--- src/rtl/task_13_pkg.sv ---
// Shared types and helpers for the 1-D DCT block scheduler.
package task_13_pkg;

  typedef enum logic [2:0] {
    ST_IDLE  = 3'd0,
    ST_WAIT  = 3'd1,
    ST_FEED  = 3'd2,
    ST_PAD   = 3'd3,
    ST_DRAIN = 3'd4,
    ST_DONE  = 3'd5
  } sched_state_t;

  localparam int DEF_DATA_WIDTH_IN  = 8;
  localparam int DEF_DATA_WIDTH_OUT = 16;
  localparam int DEF_BLOCK_LEN      = 4;
  localparam int DEF_MAX_BLOCKS     = 64;
  localparam int DEF_DRAIN_TIMEOUT  = 64;

  localparam int IDX_W = $clog2(DEF_BLOCK_LEN + 1);
  localparam int BLK_W = $clog2(DEF_MAX_BLOCKS + 1);

  // Answer size in bytes for a given number of completed blocks.
  function automatic logic [11:0] bytes_of(input int blocks, input int block_len,
                                           input int width_out);
    return 12'(blocks * block_len * width_out / 8);
  endfunction

endpackage

--- src/rtl/dct_sched_cnt.sv ---
// Generic up-counter with synchronous clear, enable and terminal-count flag.
module dct_sched_cnt #(
  parameter int W  = 3,
  parameter int TC = 3
) (
  input  logic         i_clk,
  input  logic         i_rst,
  input  logic         i_clr,
  input  logic         i_en,
  output logic [W-1:0] o_cnt,
  output logic         o_tc
);

  logic [W-1:0] r_cnt;

  always_ff @(posedge i_clk) begin
    if (i_rst || i_clr) begin
      r_cnt <= '0;
    end else if (i_en) begin
      r_cnt <= r_cnt + 1'b1;
    end
  end

  assign o_cnt = r_cnt;
  assign o_tc  = (r_cnt == W'(TC));

endmodule

--- src/rtl/dct_block_sched.sv ---
// Block sequencer between the input buffer, the dct_1d core and the output buffer.
// state | meaning: IDLE wait start, WAIT sink space, FEED pass samples, PAD zero fill,
//       DRAIN collect results, DONE one-cycle completion pulse.
module dct_block_sched
  import task_13_pkg::*;
#(
  parameter int DATA_WIDTH_IN  = DEF_DATA_WIDTH_IN,
  parameter int DATA_WIDTH_OUT = DEF_DATA_WIDTH_OUT,
  parameter int BLOCK_LEN      = DEF_BLOCK_LEN,
  parameter int MAX_BLOCKS     = DEF_MAX_BLOCKS,
  parameter int DRAIN_TIMEOUT  = DEF_DRAIN_TIMEOUT
) (
  input  logic                      i_clk,
  input  logic                      i_rst,
  input  logic                      i_start,
  input  logic                      i_src_valid,
  input  logic [DATA_WIDTH_IN-1:0]  i_src_data,
  input  logic                      i_src_last,
  output logic                      o_src_ready,
  output logic                      o_dct_valid,
  output logic [DATA_WIDTH_IN-1:0]  o_dct_data,
  input  logic                      i_dct_valid,
  input  logic [DATA_WIDTH_OUT-1:0] i_dct_data,
  input  logic                      i_sink_full,
  output logic                      o_res_valid,
  output logic [DATA_WIDTH_OUT-1:0] o_res_data,
  output logic                      o_res_last,
  output logic                      o_done,
  output logic [11:0]               o_packet_bytes,
  output logic                      o_busy,
  output logic                      o_err
);

  localparam int W_IDX = $clog2(BLOCK_LEN + 1);
  localparam int W_BLK = $clog2(MAX_BLOCKS + 1);
  localparam int W_TMO = $clog2(DRAIN_TIMEOUT + 1);

  sched_state_t              r_state;
  logic                      r_src_ready;
  logic                      r_dct_valid;
  logic [DATA_WIDTH_IN-1:0]  r_dct_data;
  logic                      r_res_valid;
  logic [DATA_WIDTH_OUT-1:0] r_res_data;
  logic                      r_res_last;
  logic                      r_done;
  logic [11:0]               r_packet_bytes;
  logic                      r_busy;
  logic                      r_err;
  logic [W_BLK-1:0]          r_blocks;
  logic                      r_last_seen;

  logic [W_IDX-1:0] w_idx;
  logic [W_IDX-1:0] w_res_cnt;
  logic [W_TMO-1:0] w_tmo_cnt;
  logic             w_idx_tc;
  logic             w_res_tc;
  logic             w_tmo_tc;
  logic             w_hs;
  logic             w_in_drain;
  logic             w_res_hit;
  logic             w_blk_done;
  logic [W_BLK-1:0] w_blocks_inc;
  logic             w_unused;

  assign w_in_drain   = (r_state == ST_DRAIN);
  assign w_hs         = i_src_valid & r_src_ready & (w_idx < W_IDX'(BLOCK_LEN));
  assign w_res_hit    = w_in_drain & i_dct_valid;
  assign w_blk_done   = w_res_hit & w_res_tc;
  assign w_blocks_inc = r_blocks + 1'b1;
  assign w_unused     = ^{w_res_cnt, w_tmo_cnt};

  dct_sched_cnt #(.W(W_IDX), .TC(BLOCK_LEN - 1)) u_idx_cnt (
    .i_clk (i_clk),
    .i_rst (i_rst),
    .i_clr ((r_state == ST_IDLE) || (r_state == ST_WAIT)),
    .i_en  (w_hs || (r_state == ST_PAD)),
    .o_cnt (w_idx),
    .o_tc  (w_idx_tc)
  );

  dct_sched_cnt #(.W(W_IDX), .TC(BLOCK_LEN - 1)) u_res_cnt (
    .i_clk (i_clk),
    .i_rst (i_rst),
    .i_clr (!w_in_drain),
    .i_en  (w_res_hit),
    .o_cnt (w_res_cnt),
    .o_tc  (w_res_tc)
  );

  dct_sched_cnt #(.W(W_TMO), .TC(DRAIN_TIMEOUT - 1)) u_tmo_cnt (
    .i_clk (i_clk),
    .i_rst (i_rst),
    .i_clr (!w_in_drain),
    .i_en  (w_in_drain),
    .o_cnt (w_tmo_cnt),
    .o_tc  (w_tmo_tc)
  );

  always_ff @(posedge i_clk) begin
    if (i_rst) begin
      r_state        <= ST_IDLE;
      r_src_ready    <= 1'b0;
      r_dct_valid    <= 1'b0;
      r_dct_data     <= '0;
      r_res_valid    <= 1'b0;
      r_res_data     <= '0;
      r_res_last     <= 1'b0;
      r_done         <= 1'b0;
      r_packet_bytes <= '0;
      r_busy         <= 1'b0;
      r_err          <= 1'b0;
      r_blocks       <= '0;
      r_last_seen    <= 1'b0;
    end else begin
      r_dct_valid <= 1'b0;
      r_dct_data  <= '0;
      r_done      <= 1'b0;
      r_res_valid <= w_res_hit;
      r_res_data  <= w_res_hit ? i_dct_data : '0;
      r_res_last  <= w_blk_done & r_last_seen;
      // Results arriving outside DRAIN are dropped and flagged.
      if (i_dct_valid && !w_in_drain) r_err <= 1'b1;

      case (r_state)
        ST_IDLE: begin
          if (i_start) begin
            r_state        <= ST_WAIT;
            r_busy         <= 1'b1;
            r_blocks       <= '0;
            r_last_seen    <= 1'b0;
            r_err          <= 1'b0;
            r_packet_bytes <= '0;
          end
        end
        ST_WAIT: begin
          if (!i_sink_full) begin
            r_state     <= ST_FEED;
            r_src_ready <= 1'b1;
          end
        end
        ST_FEED: begin
          if (w_hs) begin
            r_dct_valid <= 1'b1;
            r_dct_data  <= i_src_data;
            if (w_idx_tc) begin
              r_state     <= ST_DRAIN;
              r_src_ready <= 1'b0;
              if (i_src_last) r_last_seen <= 1'b1;
            end else if (i_src_last) begin
              r_state     <= ST_PAD;
              r_src_ready <= 1'b0;
              r_last_seen <= 1'b1;
            end
          end
        end
        ST_PAD: begin
          r_dct_valid <= 1'b1;
          if (w_idx_tc) r_state <= ST_DRAIN;
        end
        ST_DRAIN: begin
          if (w_blk_done) begin
            r_blocks <= w_blocks_inc;
            if (r_last_seen || (w_blocks_inc == W_BLK'(MAX_BLOCKS))) begin
              if (!r_last_seen) r_err <= 1'b1;
              r_state        <= ST_DONE;
              r_done         <= 1'b1;
              r_packet_bytes <= bytes_of(int'(w_blocks_inc), BLOCK_LEN, DATA_WIDTH_OUT);
            end else begin
              r_state <= ST_WAIT;
            end
          end else if (w_tmo_tc) begin
            // Core stalled: close the packet with a zero terminator result.
            r_err          <= 1'b1;
            r_res_valid    <= 1'b1;
            r_res_data     <= '0;
            r_res_last     <= 1'b1;
            r_state        <= ST_DONE;
            r_done         <= 1'b1;
            r_packet_bytes <= bytes_of(int'(r_blocks), BLOCK_LEN, DATA_WIDTH_OUT);
          end
        end
        ST_DONE: begin
          r_state <= ST_IDLE;
          r_busy  <= 1'b0;
        end
        default: begin
          r_state <= ST_IDLE;
          r_busy  <= 1'b0;
        end
      endcase
    end
  end

  assign o_src_ready    = r_src_ready;
  assign o_dct_valid    = r_dct_valid;
  assign o_dct_data     = r_dct_data;
  assign o_res_valid    = r_res_valid;
  assign o_res_data     = r_res_data;
  assign o_res_last     = r_res_last;
  assign o_done         = r_done;
  assign o_packet_bytes = r_packet_bytes;
  assign o_busy         = r_busy;
  assign o_err          = r_err;

endmodule

--- config.mk ---
export PLATFORM = sky130hd
export DESIGN_NAME = dct_block_sched
export DESIGN_NICKNAME = d
export VERILOG_FILES = /design/src/rtl/task_13_pkg.sv /design/src/rtl/dct_sched_cnt.sv /design/src/rtl/dct_block_sched.sv
export SDC_FILE = /design/constraint.sdc
export NUM_CORES = 1
export LEC_CHECK = 0
export ABC_AREA = 1
export BUFFER_PORTS_ARGS = -buffer_cell sky130_fd_sc_hd__buf_2
export CORE_MARGIN = 8
export CORE_UTILIZATION = 30
export DETAILED_ROUTE_END_ITERATION = 10
export GPL_ROUTABILITY_DRIVEN = 0
export GPL_TIMING_DRIVEN = 0
export PLACE_DENSITY = 0.56
export SLEW_MARGIN = 15
export SYNTH_ARGS = -nofsm -noshare
export SYNTH_HDL_FRONTEND = slang
export SYNTH_SLANG_ARGS = --single-unit
--- constraint.sdc ---
create_clock -name i_clk -period 1.9 [get_ports i_clk]
set_input_delay 0.38 -clock i_clk [delete_from_list [all_inputs] [get_ports i_clk]]
set_output_delay 0.38 -clock i_clk [all_outputs]
set_load 0.02 [all_outputs]
* After elaboration in Yosys (flattened, before gate mapping)
Cells that the tools add are included.
** Storage, ports and cells
- Register bits :: 67
- Bits of input ports :: 31
- Logic and storage cells :: 118
** Operators by class
- $add $sub $neg :: 4
- Order comparisons :: 1
- Equal/unequal tests :: 17
- Muxes and demuxes :: 51
- Bitwise gates (word level) :: 9
- Reductions and logical operators :: 20
** Operators with widths (number)
- 16-bit two-way mux :: 4
- 12-bit two-way mux :: 4
- 3-bit two-way mux :: 9
- 1-bit two-way mux :: 24
- 12-bit one-hot mux with 2 select lines :: 1
- 3-bit one-hot mux with 5 select lines :: 1
- 7-bit by 1-bit adder with 7-bit output, second input constant :: 2
- 7-bit two-way mux :: 2
- 7-bit one-hot mux with 2 select lines :: 1
- 3-bit by 2-bit equality test with 1-bit output, second input constant :: 4
- 4-bit AND reduction :: 3
- 1-bit one-hot mux with 2 select lines :: 5
- 2-bit != test, second input constant :: 4
- 7-bit by 6-bit equality test with 1-bit output, second input constant :: 1
- 7-bit equality test, second input constant :: 1
- 3-bit by 1-bit adder with 3-bit output, second input constant :: 2
- 3-bit by 2-bit != test with 1-bit output, second input constant :: 2
- 6-bit AND reduction :: 1
- 2-bit nonzero test :: 3
- 1-bit bitwise AND :: 5
- 1-bit logical OR :: 5
- 2-bit by 1-bit != test with 1-bit output, second input constant :: 2
- 1-bit inverter :: 4
- 4-bit OR reduction :: 1
- 11 further kinds :: 11

* Depth between registers and ports, before layout
- Word-level depth :: 8
- Mapped depth :: 15
- Depth with buffers taken out :: 15

* Modules after synthesis
A second synthesis with hierarchy kept.
** Unflattened totals
- Cells, all modules :: 367
- Area, all modules :: 2716.4 um2
** Modules (own cells, without submodules)
- dct_block_sched :: times used 1, cells an instance 272, area each 2069.5 um2, sequential area each 980.9 um2
- dct_sched_cnt at u_tmo_cnt :: times used 1, cells an instance 49, area each 336.6 um2, sequential area each 140.1 um2
- dct_sched_cnt at u_idx_cnt ... :: times used 2, cells an instance 23, area each 155.1 um2, sequential area each 60.1 um2

* Worst setup path after synthesis
Ideal clock, no wire load.
- Path type :: register to register
- From :: reg u_tmo_cnt.r_cnt[0] (netlist: u_tmo_cnt.o_cnt[0])
- To :: reg r_res_data[0] (netlist: o_res_data[0])
- Library setup time :: 0.116 ns
- Arrival :: 1.503 ns
- Data required time :: 1.784 ns
- Path slack :: 0.281 ns
- Cell stages (with the launch flop) :: 10
- Clock period less this slack :: 1.619 ns
- Path through :: dfxtp_1 ha_1 nand3_1 nor3b_1 nand2_1 inv_1 nand2_1 nand2_1 buf_2 nor2_1
** On the way
- Cells in the longest elaborated chain, start to end :: 4
** Ends and longest elaborated chain
- from (decl) :: RTL line dct_sched_cnt.sv:14 : logic [W-1:0] r_cnt;
- from (signal assigned) :: RTL line dct_sched_cnt.sv:20 : r_cnt <= r_cnt + 1'b1;
- 7-bit by 6-bit equality test with 1-bit output :: RTL line dct_sched_cnt.sv:25 : assign o_tc = (r_cnt == W'(TC));
- 16-bit two-way mux :: RTL line dct_block_sched.sv:171 : end else if (w_tmo_tc) begin
- 16-bit two-way mux :: RTL line dct_block_sched.sv:161 : if (w_blk_done) begin
- 16-bit two-way mux :: RTL line dct_block_sched.sv:124 : case (r_state)
- to (signal assigned) :: RTL line dct_block_sched.sv:119 : r_res_data <= w_res_hit ? i_dct_data : '0;
- to (decl) :: RTL line dct_block_sched.sv:43 : logic [DATA_WIDTH_OUT-1:0] r_res_data;
Every way passes these cells.
A chain may end at the register's enable or synchronous reset.

* Worst setup path after layout
- From :: reg r_blocks[1]
- To :: reg r_packet_bytes[3] (netlist: o_packet_bytes[3])
** On the way
- Cells in the longest elaborated chain, start to end :: 5
** Ends and longest elaborated chain
- from (decl) :: RTL line dct_block_sched.sv:49 : logic [W_BLK-1:0] r_blocks;
- from (signal assigned) :: RTL line dct_block_sched.sv:162 : r_blocks <= w_blocks_inc;
- 7-bit by 1-bit adder with 7-bit output :: RTL line dct_block_sched.sv:69 : assign w_blocks_inc = r_blocks + 1'b1;
- 7-bit equality test :: RTL line dct_block_sched.sv:163 : if (r_last_seen || (w_blocks_inc == W_BLK'(MAX_BLOCKS))) begin
- 1-bit logical OR :: RTL line dct_block_sched.sv:163
- 3-bit by 2-bit != test with 1-bit output (no line)
- 4-bit AND reduction (no line)
- to (signal assigned) :: RTL line dct_block_sched.sv:167 : r_packet_bytes <= bytes_of(int'(w_blocks_inc), BLOCK_LEN, DATA_WIDTH_OUT);
- to (signal assigned) :: RTL line dct_block_sched.sv:179 : r_packet_bytes <= bytes_of(int'(r_blocks), BLOCK_LEN, DATA_WIDTH_OUT);
- to (decl) :: RTL line dct_block_sched.sv:46 : logic [11:0] r_packet_bytes;
Every way passes these cells.

==> run summary <==
status: finished, final reports clean
Diodes inserted: 0
width of the die: 109 um
final std cells w/o fill: 541
fill cell instance count of the final layout: 934
capture point of the worst path: o_packet_bytes[3]
number of synthesized register bits: 62
post-detail-place hpwl: 4.59 mm
portion of synthesized cell area occupied by the leading cell type: 0.479
ranking of synthesized cells by area: sky130_fd_sc_hd__dfxtp_1 48%, sky130_fd_sc_hd__nor2_1 9.0%, sky130_fd_sc_hd__nand2_1 8.7%
maximum resistive drop on vdd: 0.440 mV
total DRC errors in the routed layout: 0
CP max stage delay: 0.38 ns
clock input transition at the sequential cells of the worst setup and hold paths: 0.07 ns
routed wire length per instance: 11.2 um
type of the worst setup path: register to register
I/O pin count: 74
total power draw: 0.00342 W
Die Y: 109 um
share of layout cells above drive strength 1: 0.273
cell count after synthesis: 345
maximum net fanout on the critical path: 6
element type at the critical path end: register
sequential area share after synthesis: 0.479
quantity of I/O buffers inserted on ports: 67
Crit-path slowest cell: sky130_fd_sc_hd__dfxtp_4
final worst path period need: 1.73 ns
register-to-register setup slack: 0.17 ns
classification of the worst-slack hold path: input pin to register
most frequent CP cell: sky130_fd_sc_hd__nand2_1
setup clock skew after layout: 0.00746 ns
wire length reported by the detailed router: 6.04 mm
number of failing setup endpoints in the final timing report: 0
clock tree from TritonCTS: done
remaining number of nets flagged by the antenna check after routing: 0
area used by sequential logic in the layout: 1250 um2
Nets: 465
latest clock arrival within the worst-skew pair: 0.34 ns
element type at the critical path start: register
top cell types by occurrence after synthesis: 62 x sky130_fd_sc_hd__dfxtp_1, 62 x sky130_fd_sc_hd__nor2_1, 60 x sky130_fd_sc_hd__nand2_1, 55 x sky130_fd_sc_hd__inv_1, 26 x sky130_fd_sc_hd__a21oi_1
upper clock frequency limit: 0.578 GHz
Max Root-Sink Buffers: 2
pin count of the biggest net entering global routing: 11
endpoint arrival time on the critical path: 2.00 ns
leak pwr: 1.63 nW
number of optimization iterations in the first detailed-route pass: 4
number of sinks on the clock net: 62
area used by multi-input combinational logic: 1110 um2
combined global-route utilization of all metal layers: 0.103
proportion of synthesized flip-flops having asynchronous set or reset: 0
number of different library cells in the post-synthesis netlist: 36
count of flip-flops with a built-in enable after synthesis: 0
number of clock buffers inserted by TritonCTS: 9
overall overflow remaining after global route: 0
launch point of the critical path: r_blocks[1]
Root Buffer: sky130_fd_sc_hd__clkbuf_8
syn avg cell area: 7.52 um2
Data required, critical path: 2.17 ns
number of antenna violations at the first check in global routing: 0
growth of design area from synthesis to finish: 27.5%
flip-flop cell with the highest count after synthesis: sky130_fd_sc_hd__dfxtp_1
final count of pins violating max slew: 0
Starting Density: 0.303
worst r2r path cells: 15
overall via count from detail_route: 2,301
placeable core region: 8550 um2
placed insts: 524
dominant cell type by area after synthesis: sky130_fd_sc_hd__dfxtp_1
CTS H-Tree Depth: 3
min-delay src: i_src_data[0]
number of endpoints with negative hold slack in the final report: 0
DRT iter0 DRCs: 104
Die Area: 11,900 um2
end of the worst register-to-register path: o_packet_bytes[3]
number of global-route vias before repair: 2,226
mapped cell area: 2590 um2
crit share post-route: 0.910
first-pass GRT wire length: 9.75 mm
total number of placement rows: 34
Max Cap Violations: 0
via count normalized by instance count: 4.25
power per unit of standard cell area: 1030 nW/um2
cell-by-cell trace of the critical path: ha_4 -> nand2_1 -> nor2_2 -> nand2_1 -> nand2_1 -> nand2_1 -> nor2_1 -> nand2_1 -> nand2_1 -> nand2_2 -> nand2_4 -> nand2_4 -> inv_4 -> nor2_1 -> nor2_1
start of the worst register-to-register path: r_blocks[1]
count of warnings emitted by yosys: 0
==> repair_timing <==
item | in CTS | in global routing
endpoints found under the setup margin | 10 | 21
cloned | 0 | 0
pin swaps | 0 | 4
buffers inserted | 0 | 1
hold buffers | 0 | 0
gates resized for setup | 2 | 14
==> cells in the final DEF (no fill, tap or decap), types with 2 or more instances in the layout <==
master	netlist	routed
sky130_fd_sc_hd__buf_2	2	68
sky130_fd_sc_hd__nor2_1	62	60
sky130_fd_sc_hd__dfxtp_1	62	60
sky130_fd_sc_hd__nand2_1	60	57
sky130_fd_sc_hd__inv_1	55	55
sky130_fd_sc_hd__a21oi_1	26	26
sky130_fd_sc_hd__nand3_1	19	19
sky130_fd_sc_hd__o21ai_0	10	10
sky130_fd_sc_hd__clkbuf_8	0	10
sky130_fd_sc_hd__buf_4	5	7
sky130_fd_sc_hd__ha_1	6	5
sky130_fd_sc_hd__conb_1	1	5
sky130_fd_sc_hd__nand2_2	1	4
sky130_fd_sc_hd__nor2_2	3	4
sky130_fd_sc_hd__clkbuf_1	2	4
sky130_fd_sc_hd__xnor2_1	3	3
sky130_fd_sc_hd__o21a_1	3	3
sky130_fd_sc_hd__inv_4	3	3
sky130_fd_sc_hd__clkinv_2	0	3
sky130_fd_sc_hd__nand3_2	2	2
sky130_fd_sc_hd__nor2_4	1	2
sky130_fd_sc_hd__clkinvlp_4	0	2
sky130_fd_sc_hd__nand2_4	2	2
sky130_fd_sc_hd__o22ai_1	2	2
sky130_fd_sc_hd__dfxtp_4	0	2
==> cells by family (layout without fill, tap and decap cells) <==
group | Yosys count | count (layout) | share of synthesized area
simple gates | 156 | 156 | 0.265
fa+ha+maj | 6 | 6 | 0.0289
xor+xnor | 4 | 4 | 0.0135
compound gates | 46 | 46 | 0.0974
buf+inv | 70 | 154 | 0.115
other cells | 1 | 5 | 0.00145
flops | 62 | 62 | 0.479
==> worst min path at each step <==
stage | end | slack [ns] | cells after the start
after floorplan | u_tmo_cnt.o_cnt[0] | 0.42 | 1
after global placement | u_tmo_cnt.o_cnt[0] | 0.43 | 1
after detailed placement | u_tmo_cnt.o_cnt[0] | 0.44 | 1
after CTS | o_res_data[2] | 0.23 | 3
after global routing | o_res_data[2] | 0.25 | 3
final | o_dct_data[0] | 0.25 | 3
==> critical path, delay by kind of cell, from the launching register on <==
family | cells | cell delay (ns)
fa+ha+maj | 1 | 0.14
buf+inv | 1 | 0.08
flops | 1 | 0.38
simple gates | 13 | 1.07
==> state kept, by name (all words and copies together) (netlist names), 3 cells and up <==
signal,cells
r_blocks,7
u_idx_cnt.o_cnt,3
o_packet_bytes,7
u_tmo_cnt.o_cnt,7
o_res_data,16
u_res_cnt.o_cnt,3
o_dct_data,8
r_state,3
==> metrics by stage <==
step	hold slack (ns)	utilization	worst slack, ns	cell area [um2]	TNS (ns)
2_1_floorplan	0.418	-	0.281	2610	0
3_3_place_gp	0.431	0.360	-0.0133	3080	-0.0917
3_5_place_dp	0.437	0.360	-0.0473	3080	-0.307
4_1_cts	0.233	0.380	0.0213	3250	0
5_1_grt	0.245	0.387	-0.00556	3310	-0.00556
6_report	0.249	0.387	0.171	3310	0
==> power by group <==
group	total (W)	leakage [nW]	internal (W)	switching (W)
logic	0.000926	1.04	0.000310	0.000616
clock network	0.00101	0.0861	0.000503	0.000509
registers	0.00148	0.503	0.00141	0.0000703
total	0.00342	1.63	0.00222	0.00120
==> layer usage <==
metal,routed length (um),global-route usage
met1,2780,0.122
met2,2460,0.158
met3,636,0.0307
met4,162,0.0733
met5,0,0
==> cell type report <==
cell class | instances | share of cell area
multi-input cells | 217 | 0.335
inverters | 60 | 0.0715
plain buffers | 10 | 0.0208
clock buffers | 12 | 0.0439
repair buffers | 68 | 0.104
well taps | 108 | 0.0409
flip-flops and latches | 62 | 0.378
clock inverters | 4 | 0.00681
No activity file was read; power rests on OpenSTA's default activity.
